## src/rtl/cv32e40p_apu_arbiter.sv

```systemverilog
// cv32e40p_apu_arbiter
// Lets NUM_REQ cores share one APU. Requests are arbitrated round-robin. An
// in-order tag FIFO remembers which core issued each accepted request, so that
// every unit response (rvalid) is sent back to the core that issued it.
//
// Ports
//   clk, rst_n        clock, asynchronous active-low reset
//   req_i / gnt_o     per-core request and grant (grant is one-hot or zero)
//   operands_i, op_i  per-core flattened operands and opcode
//   rvalid_o          per-core response valid (one-hot or zero)
//   result_o, flags_o unit response, broadcast to all cores
//   apu_*             single unit-side port (req/gnt, operands/op, rvalid/result/flags)
//   busy_o            tag FIFO holds outstanding requests
//   err_o             sticky: a response arrived while no request was outstanding
//   perf_stall_o      per-core 16-bit stall counters
//
// Optional feature: define CV32E40P_APU_ARB_PERF_EN to build the stall
// counters. Without it, perf_stall_o is tied to zero.

`ifdef CV32E40P_APU_ARB_PERF_EN
// One saturating counter per core. It counts the cycles where the core
// requests but is not granted.
module cv32e40p_apu_arbiter_stall_cnt (
    input  logic        clk,
    input  logic        rst_n,
    input  logic        stall,
    output logic [15:0] cnt
);
    always_ff @(posedge clk or negedge rst_n) begin
        if (!rst_n)
            cnt <= '0;
        else if (stall && cnt != 16'hFFFF)
            cnt <= cnt + 1'b1;
    end
endmodule
`endif

module cv32e40p_apu_arbiter #(
    parameter int NUM_REQ          = 4,
    parameter int APU_NARGS_CPU    = 3,
    parameter int APU_WOP_CPU      = 6,
    parameter int APU_NUSFLAGS_CPU = 5,
    parameter int MAX_OUTSTANDING  = 4
) (
    input  logic                                clk,
    input  logic                                rst_n,
    input  logic [NUM_REQ-1:0]                  req_i,
    output logic [NUM_REQ-1:0]                  gnt_o,
    input  logic [NUM_REQ*APU_NARGS_CPU*32-1:0] operands_i,
    input  logic [NUM_REQ*APU_WOP_CPU-1:0]      op_i,
    output logic [NUM_REQ-1:0]                  rvalid_o,
    output logic [31:0]                         result_o,
    output logic [APU_NUSFLAGS_CPU-1:0]         flags_o,
    output logic                                apu_req_o,
    input  logic                                apu_gnt_i,
    output logic [APU_NARGS_CPU*32-1:0]         apu_operands_o,
    output logic [APU_WOP_CPU-1:0]              apu_op_o,
    input  logic                                apu_rvalid_i,
    input  logic [31:0]                         apu_result_i,
    input  logic [APU_NUSFLAGS_CPU-1:0]         apu_flags_i,
    output logic                                busy_o,
    output logic                                err_o,
    output logic [NUM_REQ*16-1:0]               perf_stall_o
);
    localparam int IDX_W  = (NUM_REQ > 1) ? $clog2(NUM_REQ) : 1;
    localparam int PTR_W  = $clog2(MAX_OUTSTANDING);
    localparam int OPND_W = APU_NARGS_CPU * 32;
    localparam logic [IDX_W-1:0] LAST_IDX = IDX_W'(NUM_REQ - 1);
    localparam logic [IDX_W:0]   NREQ_EXT = (IDX_W + 1)'(NUM_REQ);
    localparam logic [PTR_W:0]   FULL_CNT = (PTR_W + 1)'(MAX_OUTSTANDING);

    logic [IDX_W-1:0] rr_ptr, winner;
    logic             any_req, fifo_full, push, pop;
    logic [IDX_W-1:0] tag_mem [MAX_OUTSTANDING];
    logic [PTR_W-1:0] wr_ptr, rd_ptr;
    logic [PTR_W:0]   count;
    logic             err_q;

    // Scan upward from rr_ptr with wrap. The first requesting core wins.
    // The sum can be at most 2*NUM_REQ-2, so one extra bit is enough.
    always_comb begin : pick
        logic [IDX_W:0] sum;
        logic           found;
        sum    = '0;
        found  = 1'b0;
        winner = '0;
        for (int k = 0; k < NUM_REQ; k++) begin
            sum = {1'b0, rr_ptr} + (IDX_W + 1)'(k);
            if (sum >= NREQ_EXT) sum = sum - NREQ_EXT;
            if (!found && req_i[IDX_W'(sum)]) begin
                found  = 1'b1;
                winner = IDX_W'(sum);
            end
        end
    end

    assign any_req   = |req_i;
    assign fifo_full = (count == FULL_CNT);
    // A full FIFO blocks issue even when a pop happens in the same cycle.
    // This keeps the full flag a pure register decode.
    assign apu_req_o = any_req & ~fifo_full;
    assign push      = apu_req_o & apu_gnt_i;
    assign pop       = apu_rvalid_i & (count != '0);

    assign gnt_o          = push ? (NUM_REQ'(1) << winner) : '0;
    assign apu_operands_o = any_req ? operands_i[int'(winner)*OPND_W +: OPND_W] : '0;
    assign apu_op_o       = any_req ? op_i[int'(winner)*APU_WOP_CPU +: APU_WOP_CPU] : '0;

    assign rvalid_o = pop ? (NUM_REQ'(1) << tag_mem[rd_ptr]) : '0;
    assign result_o = apu_result_i;
    assign flags_o  = apu_flags_i;
    assign busy_o   = (count != '0);
    assign err_o    = err_q;

    // Tag storage is not reset. Entries are valid only between the read and write pointers.
    always_ff @(posedge clk) begin
        if (push) tag_mem[wr_ptr] <= winner;
    end

    always_ff @(posedge clk or negedge rst_n) begin
        if (!rst_n) begin
            rr_ptr <= '0;
            wr_ptr <= '0;
            rd_ptr <= '0;
            count  <= '0;
            err_q  <= 1'b0;
        end else begin
            if (push) begin
                wr_ptr <= wr_ptr + 1'b1;
                rr_ptr <= (winner == LAST_IDX) ? '0 : winner + 1'b1;
            end
            if (pop) rd_ptr <= rd_ptr + 1'b1;
            if (push && !pop)      count <= count + 1'b1;
            else if (!push && pop) count <= count - 1'b1;
            if (apu_rvalid_i && count == '0) err_q <= 1'b1;
        end
    end

`ifdef CV32E40P_APU_ARB_PERF_EN
    for (genvar i = 0; i < NUM_REQ; i++) begin : g_perf
        cv32e40p_apu_arbiter_stall_cnt u_cnt (
            .clk   (clk),
            .rst_n (rst_n),
            .stall (req_i[i] & ~gnt_o[i]),
            .cnt   (perf_stall_o[i*16 +: 16])
        );
    end
`else
    assign perf_stall_o = '0;
`endif

endmodule

```

## config.mk

```make
export PLATFORM = sky130hd
export DESIGN_NAME = cv32e40p_apu_arbiter
export DESIGN_NICKNAME = d
export VERILOG_FILES = /design/src/rtl/cv32e40p_apu_arbiter.sv
export SDC_FILE = /design/constraint.sdc
export NUM_CORES = 1
export LEC_CHECK = 0
export BUFFER_PORTS_ARGS = -buffer_cell sky130_fd_sc_hd__buf_2
export CORE_AREA = 2 2 261 263
export CTS_CLUSTER_DIAMETER = 80
export CTS_CLUSTER_SIZE = 30
export DETAILED_ROUTE_END_ITERATION = 16
export DIE_AREA = 0 0 263 265
export GPL_TIMING_DRIVEN = 0
export PLACE_DENSITY_LB_ADDON = 0.15
export SLEW_MARGIN = 5
export SYNTH_ARGS = -nofsm -noshare
export SYNTH_HDL_FRONTEND = slang
export SYNTH_HIERARCHICAL = 1
export SYNTH_SLANG_ARGS = --single-unit
```

## constraint.sdc

```tcl
create_clock -name clk -period 7 [get_ports clk]
set_clock_uncertainty 0.05 [all_clocks]
set_input_delay 0.35 -clock clk [delete_from_list [all_inputs] [get_ports clk]]
set_output_delay 0.35 -clock clk [all_outputs]
set_load 0.03 [all_outputs]
```

==> impl_metrics.tcl <==
set metrics [dict create \
    place_ws_ns 3.81 \
    p_per_area_nw_per_um2 335 \
    dp.cells 2046 \
    ctsResizeCount 0 \
    grtUsageMet3_pct 1.21 \
    clk_latency_ns 0.25 \
    avgRoutedWirePerCell_microns 16.4 \
    dieArea_sq_um 69700 \
    path_clk_slew_ns 0.05 \
    drc 0 \
    cts_num_sinks 18 \
    antenna_found_initial 1 \
    status "finished, final reports clean" \
    synth_seq_cells 18 \
    clockBufferDepth 2 \
    vdd_drop_max_mv 0.0930 \
    cts_root_buf "clkbuf_16" \
    start_kind "flop" \
    grtUsageMet1_pct 10.3 \
    n_antenna_cell 0 \
    coreArea_sq_um 66800 \
    layout.cells.non_filler 2051 \
    die_x_microns 263 \
    worstPathArrival_ns 2.83 \
    hpwlAfterDp_mm 29.1 \
    die_h_microns 265 \
    rsz0062_at_grt "no" \
    routed_wl_mm 33.6 \
    synth_common_cells "mux2i_1, o22ai_1, buf_4" \
    cp-end-kind "output port" \
    h-tree-depth 1 \
    synth-edff-count 8 \
    cts_tree "built" \
    final-setup-viol-count 0 \
    r2r-end "rr_ptr[1]" \
    hold_depth 3 \
    synth_cell_types 35 \
    clock.fmax_mhz 310 \
    path_max_fanout 11 \
    power.leakage_nw 5.03 \
    yosys_warnings 6 \
    crit_chain "buf_6, nand2_1, a21oi_1, a211o_1, buf_2, clkbuf_1, inv_1, ha_1, and3_1, buf_2" \
    grtUsageMet2_pct 17.4 \
    nets 1642 \
    netlist_top_cells_area "mux2i_1, buf_4, o22ai_1, buf_12, dfrtp_1" \
    overflow 0 \
    grt_busiest_layer "met2" \
    hold_start "apu_rvalid_i" \
    drv_cap 0 \
    grt_max_degree 16 \
    synth_top_cell_area_share_pct 41.2 \
    syn_inst 545 \
    syn_area_per_cell_sq_um 9.17 \
    timing.final.crit_period_ns 3.23 \
    synthArstFlopShare_pct 55.6 \
    cp.required_ns 6.60 \
    ys.flop_type "dfrtp_1" \
    fillers 7788 \
    grtUsageTotal_pct 8.82 \
    worst_pin_slew_ns 0.790 \
    cpMostUsedCell "buf_2" \
    syn-cell-area_sq_um 5000 \
    flow.area_growth_from_synthesis_pct 85.0 \
    start_util_pct 7.48 \
    ys_seq_area_share_pct 9.81 \
    numCtsBuffers 3 \
    reg2reg_setup_slack_ns 4.22 \
    ant_nets 0 \
    drt-initial-drc-count 165 \
    worst_r2r_path_depth 9 \
    drive_above_1_share_pct 59.9 \
    grt_first_pass_wirelength_mm 45.8 \
    slew_violations 0 \
    critPathMaxStageDelay_ns 0.63 \
    critPathSlowestCell "clkbuf_1" \
    port_buffers 565 \
    yosysTopAreaCell "mux2i_1" \
    firstDrtPassIters 4 \
    core.rowCount 95 \
    avgViaCountPerCell 3.11 \
    fin_tns_setup_ns 0 \
    slew_headroom_pct 47.3 \
    yosysMostFrequentCell "mux2i_1" \
    reg2reg_from "rr_ptr[1]" \
    via_count 6379 \
    place_congestion 0.814 \
    timing.final.crit_share_pct 46.1 \
    hold_class "in -> reg" \
    path_delay_family "buffers and inverters" \
    hold_viol_final 0 \
    final.setup.worst_slack_ns 3.77 \
    grt_pass1_vias 6669 \
    ios 667 \
    hold_path_end "err_o" \
    cp_num_buf_inv 5 \
    critPathKind "reg -> out" \
]
cell usage in the layout, fill, tap and decap left out:
cell and instances:
xor2_1 2, mux2_1 1, clkbuf_2 2, o2bb2a_4 1
xnor2_1 4, a22o_1 1, o21ai_0 2, mux2i_1 206
edfxtp_1 8, clkbuf_16 3, clkbuf_1 18, dfrtp_1 10
buf_4 102, o21bai_1 1, clkinv_1 1, mux4_2 2
bufbuf_8 5, or3_1 1, nor3b_1 1, inv_1 10
buf_2 568, conb_1 64, dlygate4sd3_1 1, a211o_1 1
and3_1 9, fa_1 1, ha_1 9, a21oi_1 3
mux2_2 1, and2_1 2, nor3_1 1, buf_6 6
o21ai_2 1, nor4_1 1, o22ai_1 103, a21oi_2 2
nor2_1 4, buf_12 13, nand2_1 7
layer usage:
layer,vias to the layer above,share of wire (%),routed length [microns]
li1,3157,-,-
met1,2877,40,13400
met2,331,54,18300
met3,14,5.1,1720
met4,0,0.84,282
met5,-,0,0
tightest hold or removal path, delay by kind of cell:
kind / cells / cell delay (ns)
AO/OA/AOI/OAI: 1 / 0.06
buffers and inverters: 2 / 0.15
power by group:
group / total, mW / internal (mW) / switching (mW)
Combinational: 2.80 / 1.01 / 1.79
Sequential: 0.189 / 0.157 / 0.0321
Clock: 0.116 / 0.0760 / 0.0404
Total: 3.10 / 1.24 / 1.86
registers in the layout (all words and copies together) (netlist names):
signal,flops
tag_mem,8
rd_ptr,2
rr_ptr,2
count,3
wr_ptr,2
err_o,1
cell type report:
type	count	area (sq um)	share of cell area, %
timing repair buffer	566	2840	30.7
clock inverter	1	3.75	0.0406
multi-input combinational	431	3430	37.1
clock buffer	3	75.1	0.812
tap	873	1090	11.8
inverter	10	37.5	0.406
buffer	149	1280	13.8
sequential	18	490	5.30
worst max path at each step:
stage | from | to | slack (ns) | cells past startpoint
after floorplan | count[0] | count[2] | 4.58 | 9
after global placement | req_i[0] | gnt_o[1] | 3.78 | 10
after detailed placement | req_i[0] | gnt_o[1] | 3.81 | 10
after CTS | rr_ptr[1] | gnt_o[1] | 3.58 | 9
after global routing | rr_ptr[1] | gnt_o[1] | 3.49 | 10
final | rr_ptr[1] | gnt_o[1] | 3.77 | 10
what timing repair did:
item | 4_1_cts | 5_1_grt
hold endpoints to repair | 10 | 0
hold buffers | 1 | 0
setup buffers | 0 | 0
stage by stage:
| step | power [mW] | hold slack [ns] | utilization [%] | area, sq um |
|---|---|---|---|---|
| floorplan | 2.12 | 0.00441 | - | 5240 |
| global placement | 3.06 | 0.205 | 13.7 | 9160 |
| detailed placement | 3.06 | 0.203 | 13.7 | 9160 |
| CTS | 3.18 | 0.302 | 13.8 | 9250 |
| global route | 3.32 | 0.322 | 13.8 | 9250 |
| finish | 3.10 | 0.307 | 13.8 | 9250 |
logic make-up after synthesis:
| kind of cell | Yosys count | synth area share (%) |
|---|---|---|
| flops | 18 | 9.81 |
| simple gates | 26 | 2.70 |
| buf+inv | 159 | 26.3 |
| other cells | 1 | 0.0750 |
| xor+xnor | 6 | 1.05 |
| compound gates | 115 | 14.8 |
| mux | 210 | 42.6 |
| fa+ha+maj | 10 | 2.65 |
(Power assumes the default switching activity.)
